--- src/rtl/spram_arbiter.sv ---
// Single-port RAM front-end: strict-priority read port A, read/write port B,
// and a clear engine that fills the whole RAM after reset or on command.
module spram_arbiter #(
  parameter int address_width = 10,
  parameter int data_width    = 8,
  parameter int clear_value   = 0
) (
  input  logic                     clock,
  input  logic                     reset,
  input  logic                     clear_start,
  output logic                     clear_busy,
  input  logic                     a_req,
  input  logic [address_width-1:0] a_addr,
  output logic                     a_valid,
  output logic [data_width-1:0]    a_q,
  input  logic                     b_req,
  input  logic                     b_wr,
  input  logic [address_width-1:0] b_addr,
  input  logic [data_width-1:0]    b_data,
  output logic                     b_ack,
  output logic [data_width-1:0]    b_q,
  output logic                     ram_wren,
  output logic [address_width-1:0] ram_address,
  output logic [data_width-1:0]    ram_data,
  input  logic [data_width-1:0]    ram_q
);

  localparam logic [data_width-1:0] CLR_WORD = data_width'(clear_value);

  typedef enum logic {CLEAR, RUN} state_t;

  state_t                   state, state_nx;
  logic [address_width-1:0] cnt, cnt_nx, last_addr;
  logic                     a_gnt, b_gnt, b_pend;

  always_comb begin
    state_nx    = state;
    cnt_nx      = cnt;
    a_gnt       = 1'b0;
    b_gnt       = 1'b0;
    ram_wren    = 1'b0;
    ram_address = last_addr;
    ram_data    = b_data;
    case (state)
      CLEAR: begin
        ram_address = cnt;
        ram_data    = CLR_WORD;
        ram_wren    = 1'b1;
        cnt_nx      = cnt + 1'b1;
        if (cnt == '1) state_nx = RUN;
      end
      RUN: begin
        if (a_req) begin
          a_gnt       = 1'b1;
          ram_address = a_addr;
        // b_pend is still set in the ack cycle, so one request yields one access
        end else if (b_req && !b_pend) begin
          b_gnt       = 1'b1;
          ram_address = b_addr;
          ram_wren    = b_wr;
        end
        if (clear_start) state_nx = CLEAR;
      end
      default: state_nx = CLEAR;
    endcase
  end

  always_ff @(posedge clock) begin
    if (reset) begin
      state     <= CLEAR;
      cnt       <= '0;
      a_valid   <= 1'b0;
      b_ack     <= 1'b0;
      b_pend    <= 1'b0;
      last_addr <= '0;
    end else begin
      state   <= state_nx;
      cnt     <= cnt_nx;
      a_valid <= a_gnt;
      b_ack   <= b_gnt;
      if (b_gnt)      b_pend <= 1'b1;
      else if (b_ack) b_pend <= 1'b0;
      if (a_gnt || b_gnt) last_addr <= ram_address;
    end
  end

  // Strobes qualify the raw RAM output; no path from ram_q into control.
  assign clear_busy = (state == CLEAR);
  assign a_q        = ram_q;
  assign b_q        = ram_q;

endmodule

--- config.mk ---
export PLATFORM = sky130hd
export DESIGN_NAME = spram_arbiter
export DESIGN_NICKNAME = d
export VERILOG_FILES = /design/src/rtl/spram_arbiter.sv
export SDC_FILE = /design/constraint.sdc
export NUM_CORES = 1
export LEC_CHECK = 0
export ABC_AREA = 1
export BUFFER_PORTS_ARGS = -buffer_cell sky130_fd_sc_hd__clkbuf_2
export CAP_MARGIN = 30
export CORE_MARGIN = 5
export CORE_UTILIZATION = 50
export CTS_CLUSTER_DIAMETER = 120
export DETAILED_ROUTE_END_ITERATION = 10
export PLACE_DENSITY_LB_ADDON = 0.15
export SETUP_SLACK_MARGIN = 0.15
export SLEW_MARGIN = 20
export SYNTH_ARGS = -nofsm -noshare
export SYNTH_HDL_FRONTEND = slang
export SYNTH_SLANG_ARGS = --single-unit
export TNS_END_PERCENT = 20
--- constraint.sdc ---
create_clock -name clock -period 2 [get_ports clock]
set_clock_uncertainty 0.15 [all_clocks]
set_input_delay 0.4 -clock clock [delete_from_list [all_inputs] [get_ports clock]]
set_output_delay 0.4 -clock clock [all_outputs]
set_load 0.05 [all_outputs]
==> reports/qor.csv, run 1 <==
stage,metric,value,unit
global_routing,grt_pass1_wl,7155,um
synthesis,syn-mean-instance-area,6.153,um2
floorplan,die-area,4532,um2
power_and_ir_drop,leakage,1.121,nW
global_routing,grt_pass1_vias,1511,
cts,clockBufferDepth,2,
routing,vias,1735,
synthesis,syn_inst,267,
routing,antenna_left,0,
floorplan,rows,20,
synthesis,yosysMostFrequentCell,nand2_1,
synthesis,synthTopCellsByArea,"dfxtp_1 (29%), nand2_1 (15%), nor2_1 (12%), nand3_1 (9.7%), buf_4 (7.8%)",
finish,drive_above_1_share,37.90,%
floorplan,fp.coreArea,3103,um2
cts,cts_buffers,3,
setup_path,r2r_setup_slack,0.08,ns
global_routing,overflow,0,
routing,avgViaCountPerCell,4.846,
setup_path,crit_fanout,5,
worst_hold_path,min_from,clear_start,
synthesis,synth_cell_types,26,
synthesis,seq_area_frac_synth,29.25,%
timing,setup_violations,0,
floorplan,die_w,67.32,um
routing,drc,0,
routing,wl_per_cell,12.34,um
synthesis,synth_area_leader_cell,dfxtp_1,
timing,period_minus_slack,1.953,ns
global_routing,grt_max_degree,24,
finish,fin_nets,358,
cts,cts_sinks,24,
synthesis,synthArstFlopShare,0,%
setup_path,crit_type,reg2out,
floorplan,start_util,52.94,%
setup_path,start_kind,flop,
finish,final_util,71.57,%
timing,final-max-slew-violation-count,0,
synthesis,synthFlopType,dfxtp_1,
setup_path,crit_required,1.45,ns
power_and_ir_drop,powerDensity,457.2,nW/um2
finish,finalInstanceArea,2221,um2
synthesis,synth_fp_nets,310,
setup_path,r2r-start,b_pend,
synthesis,synth_seq_cells,24,
global_routing,grt_usage,20.63,%
cts,cts_tree,done,
global_routing,antenna_found_initial,0,
timing,max_freq,512.0,MHz
timing,hold_viol,0,
synthesis,synth_warnings,0,
finish,diodes,0,
cts,ctsRootBufferMaster,clkbuf_4,
setup_path,crit_arrival,1.40,ns
placed_design,post-dp-hpwl,2963,um
routing,routed_wl,4418,um
cts,cts.reportedPaths.clkPinSlew,0.14,ns
routing,drt_first_iter_violations,161,
floorplan,ios,80,
synthesis,synth.top_cell.area_share,29.25,%
timing,relSlewSlack,81.39,%
cts,ctsHtreeMaxLevel,1,
cts,ctsHoldBuffers,0,
synthesis,synth_commonest_cells,"nand2_1 (65), nor2_1 (51), nand3_1 (32)",
placed_design,portBuffers,55,
synthesis,synth_edf_count,0,
job,cap_violations,0,
timing,final.period_utilization,97.66,%
cts,insertion_delay,0.33,ns
timing,rsz0062_at_grt,true,
run_status,status,"finished, final reports clean",
placed_design,place_congestion,0.8264,
floorplan,die_h,67.32,um
timing,tightest_slew,0.2803,ns
power_and_ir_drop,irDropWorstVdd,0.4605,mV
synthesis,synth_area,1643,um2
setup_path,endpoint_kind,output pin,
routing,firstDrtPassIters,4,
finish,area_growth,35.19,%
placed_design,postPlaceCellArea,1843,um2
worst_hold_path,hp-class,in2reg,
timing,timing.hold.ws,0.1583,ns
setup_path,startpoint,b_pend,
## worst max-delay path, cell delays in order, from the launching register on
cell,delay [ns]
dfxtp_2,0.37
clkinv_4,0.08
buf_6,0.15
nand3_2,0.06
nand3_2,0.06
nand2_2,0.09
nand2_2,0.07
inv_2,0.07
buf_12,0.13
## kinds of logic after synthesis
| group | after synthesis | synth area share (%) |
|---|---|---|
| xor+xnor | 1 | 0.5332 |
| simple gates | 161 | 41.66 |
| fa+ha+maj | 1 | 0.7615 |
| flops | 24 | 29.25 |
| buf+inv | 62 | 21.25 |
| compound gates | 18 | 6.550 |
## worst paths after layout
check / endpoint / cells past startpoint
worst min-delay path: state / 3
worst min register to register: cnt[7] / 2
worst max-delay path: ram_address[0] / 8
worst max register to register: last_addr[0] / 13
## cell usage in the layout, fill, tap and decap left out, drive strengths merged
| master | n |
|---|---|
| ha | 1 |
| clkbuf | 45 |
| nand4 | 1 |
| a21oi | 11 |
| xor2 | 1 |
| nor2 | 52 |
| or2 | 2 |
| dfxtp | 24 |
| o21a | 1 |
| o21ai | 6 |
| buf | 30 |
| nand3 | 32 |
| nand2 | 68 |
| inv | 32 |
| nor3 | 6 |
| bufinv | 1 |
| clkinv | 1 |
## stage by stage
step	std cells	TNS [ns]	setup slack [ns]	power, mW
final	358	0	0.04681	1.015
after global routing	358	-0.03122	-0.02268	1.056
after CTS	357	0	0.06710	1.016
after detailed placement	345	0	0.07138	0.6317
after global placement	345	0	0.08938	0.6307
after floorplan	267	0	0.2611	0.6614
## registers in the layout (all words and copies together) (netlist names)
signal / count
b_ack: 1
cnt: 10
b_pend: 1
state: 1
a_valid: 1
last_addr: 10
## cell type report
class,instances,area (um2)
repair buffers,72,568.0
flip-flops and latches,24,485.5
well taps,44,55.05
clock inverters,1,30.03
inverters,33,138.9
clock buffers,3,22.52
multi-input cells,181,920.9
fillers,261,882.1
## routing by layer
metal | wire length [um] | global-route usage [%]
met1 | 1794 | 26.79
met2 | 2256 | 34.11
met3 | 320 | 4.992
met4 | 46 | 5.316
met5 | 0 | 0
## timing repair
item / in CTS / in global routing
endpoints found under the setup margin: 19 / 20
gates resized for setup: 46 / 48
setup buffers: 7 / 1
pin swaps: 16 / 9
cloned: 1 / 0
## power breakdown
part | total [mW] | switching (mW) | internal (mW)
combinational | 0.170 | 0.0916 | 0.0782
clock | 0.357 | 0.154 | 0.203
sequential | 0.488 | 0.00637 | 0.482
(Power assumes the default switching activity.)
==> inputs of run 2 (changes only) <==
Settings changed: ABC_CLOCK_PERIOD_IN_PS set to 2000, CELL_PAD_IN_SITES_DETAIL_PLACEMENT set to 1, CELL_PAD_IN_SITES_GLOBAL_PLACEMENT set to 1, CORE_UTILIZATION 50 to 32.
==> run 2 against run 1 <==
Sequential share of layout area is 0.94 points lower. Wire length up 17%. Critical path depth stayed put. Design area grew 4.5%. Clock power increased by 23%. Register-to-register slack better by 0.06 ns. Flip-flop and latch count unchanged. Total power up 7.7%. Core utilization fell by 26 points. Via count grew 3.2%. Critical endpoint is now ram_address[7]. Largest cell class unchanged.
==> reports/qor.csv, run 2 (synthesis gave the netlist of run 1 again) <==
stage,metric,value,unit,change
cts,cts.reportedPaths.clkPinSlew,0.09,ns,was 0.14 ns
setup_path,crit_fanout,7,,was 5
global_routing,use_met2,27.93,%,was 34.11%
cts,cts_tree,done,,unchanged
cts,cts_sinks,24,,unchanged
timing,relSlewSlack,81.30,%,was 81.39%
placed_design,place_congestion,0.7475,,was 0.8264
global_routing,busiest_layer,met2,,unchanged
floorplan,fp.coreArea,5042,um2,was 3103 um2
floorplan,die_w,81.65,um,was 67.32 um
floorplan,die-area,6667,um2,was 4532 um2
cts,ctsHtreeMaxLevel,1,,unchanged
global_routing,grt_usage,15.94,%,was 20.63%
routing,drt_first_iter_violations,59,,was 161
placed_design,post-dp-hpwl,3624,um,was 2963 um
timing,period_minus_slack,1.879,ns,was 1.953 ns
setup_path,crit_arrival,1.33,ns,was 1.40 ns
finish,diodes,0,,unchanged
cts,cts_buffers,3,,unchanged
global_routing,gr-usage-met1,20.27,%,was 26.79%
timing,setup_violations,0,,unchanged
routing,drc,0,,unchanged
global_routing,grt_pass1_vias,1818,,was 1511
setup_path,worst_path_most_repeated_cell,nand2_2,,
cts,ctsRootBufferMaster,clkbuf_8,,was clkbuf_4
global_routing,antenna_found_initial,0,,unchanged
setup_path,endpoint_kind,output pin,,unchanged
setup_path,max_stage_delay,0.35,ns,was 0.37 ns
floorplan,rows,26,,was 20
power_and_ir_drop,p_comb_share,15.4,%,was 16.7%
finish,fillers,683,,was 261
power_and_ir_drop,pwr-share-clk,40.0,%,was 35.2%
setup_path,start_kind,flop,,unchanged
floorplan,die_h,81.65,um,was 67.32 um
placed_design,portBuffers,55,,unchanged
power_and_ir_drop,p_int,0.8242,mW,was 0.7631 mW
setup_path,crit_required,1.45,ns,about the same
global_routing,overflow,0,,unchanged
setup_path,crit_buf_inv,3,,was 4
routing,firstDrtPassIters,4,,unchanged
timing,final.period_utilization,93.96,%,was 97.66%
routing,wl_per_cell,13.20,um,was 12.34 um
timing,tightest_slew,0.2818,ns,was 0.2803 ns
global_routing,grt_pass1_wl,8355,um,was 7155 um
routing,antenna_left,0,,unchanged
setup_path,critical_path.cell_chain,"clkinv_4, nand2_8, buf_8, nand2_4, nand3_2, nand2_2, nand2_2, buf_12",,"was clkinv_4, buf_6, nand3_2, nand3_2, nand2_2, nand2_2, inv_2, buf_12"
finish,final_cell_mix,"nor2_1 (50), nand2_1 (46), clkbuf_2 (44)",,"was nor2_1 (50), nand2_1 (46), clkbuf_2 (36)"
global_routing,grt_max_degree,24,,unchanged
timing,hold_viol,0,,unchanged
finish,fin_nets,365,,was 358
run_status,status,"finished, final reports clean",,unchanged
timing,max_freq,532.1,MHz,was 512.0 MHz
worst_hold_path,hp-class,in2reg,,unchanged
routing,avgViaCountPerCell,4.578,,was 4.846
power_and_ir_drop,p_sw,0.2695,mW,was 0.2524 mW
floorplan,ios,80,,unchanged
floorplan,start_util,32.58,%,was 52.94%
finish,layout_commonest_cell,nor2_1,,unchanged
power_and_ir_drop,power,1.094,mW,was 1.015 mW
power_and_ir_drop,power_frac_seq,44.6,%,was 48.1%
timing,final-max-slew-violation-count,0,,unchanged
finish,drive_above_1_share,40.19,%,was 37.90%
power_and_ir_drop,leakage,1.173,nW,was 1.121 nW
finish,reg_top3,"cnt x10, last_addr x10",,unchanged
routing,routed_wl,5161,um,was 4418 um
timing,rsz0062_at_grt,true,,unchanged
routing,vias,1790,,was 1735
job,cap_violations,0,,unchanged
power_and_ir_drop,irDropWorstVdd,0.3885,mV,was 0.4605 mV
setup_path,crit_path_top_delay_cell,dfxtp_2,,unchanged
cts,clockBufferDepth,2,,unchanged
setup_path,crit_type,reg2out,,unchanged
timing,tns,0,ns,unchanged
cts,insertion_delay,0.27,ns,was 0.33 ns
setup_path,critPathTopFamily,simple AND/OR/NAND/NOR gates,,was buffers and inverters
power_and_ir_drop,powerDensity,471.2,nW/um2,was 457.2 nW/um2
cts,ctsHoldBuffers,0,,unchanged
power_and_ir_drop,p_sw_share,24.64,%,was 24.85%
global_routing,met3_usage,3.070,%,was 4.992%
finish,area_growth,41.28,%,was 35.19%
-- run 2: worst min-delay path, stage by stage --
cell and delay, ns:
clkbuf_2 0.08, or2_1 0.09, a21oi_1 0.06
-- run 2: timing repair --
| action | in CTS | in global routing |
|---|---|---|
| pin swaps | 15 | 3 |
| resized for setup | 37 | 38 |
| cloned | 1 | 0 |
| setup endpoints to repair | 19 | 14 |
| buffers inserted | 13 | 3 |
-- run 2: worst paths after layout --
| kind | startpoint | endpoint | slack [ns] | cells after the start |
|---|---|---|---|---|
| setup / recovery | b_pend | ram_address[7] | 0.12 | 8 |
| hold / removal | clear_start | state | 0.23 | 3 |
| setup reg to reg | b_pend | last_addr[1] | 0.14 | 14 |
| hold reg to reg | cnt[7] | cnt[7] | 0.36 | 2 |
-- run 2: metrics by stage --
| stage | setup WS, ns | area [um2] | std cells | utilization [%] | hold slack (ns) |
|---|---|---|---|---|---|
| after global routing | 0.05056 | 2321 | 391 | 46.03 | 0.2350 |
| after detailed placement | 0.1342 | 1883 | 370 | 37.34 | 0.3494 |
| after global placement | 0.1445 | 1883 | 370 | 37.34 | 0.3392 |
| after CTS | 0.1226 | 2201 | 388 | 43.65 | 0.2259 |
| final | 0.1208 | 2321 | 391 | 46.03 | 0.2293 |
| after floorplan | 0.2611 | 1643 | 267 | - | 0.3224 |
-- run 2: area by class of cell --
cell class              instances  area (um2)  area share, %
clock buffers                   3       41.29          1.779
clock inverters                 1       30.03          1.294
inverters                      33       136.4          5.876
multi-input cells             181       940.9          40.54
flip-flops and latches         24       485.5          20.92
well taps                      70       87.58          3.774
repair buffers                 79       599.3          25.82
-- run 2: routing by layer --
metal	wire [um]	vias to the layer above
li1	-	913
met5	0	-
met3	234	4
met2	2649	28
met1	2243	845
met4	34	0
-- run 2: power groups by stage --
stage | registers, mW | clock network (mW) | logic, mW
2_1_floorplan | 0.499 | 0 | 0.163
3_3_place_gp | 0.500 | 0 | 0.135
3_5_place_dp | 0.500 | 0 | 0.136
4_1_cts | 0.488 | 0.456 | 0.151
5_1_grt | 0.489 | 0.474 | 0.185
6_report | 0.488 | 0.438 | 0.168
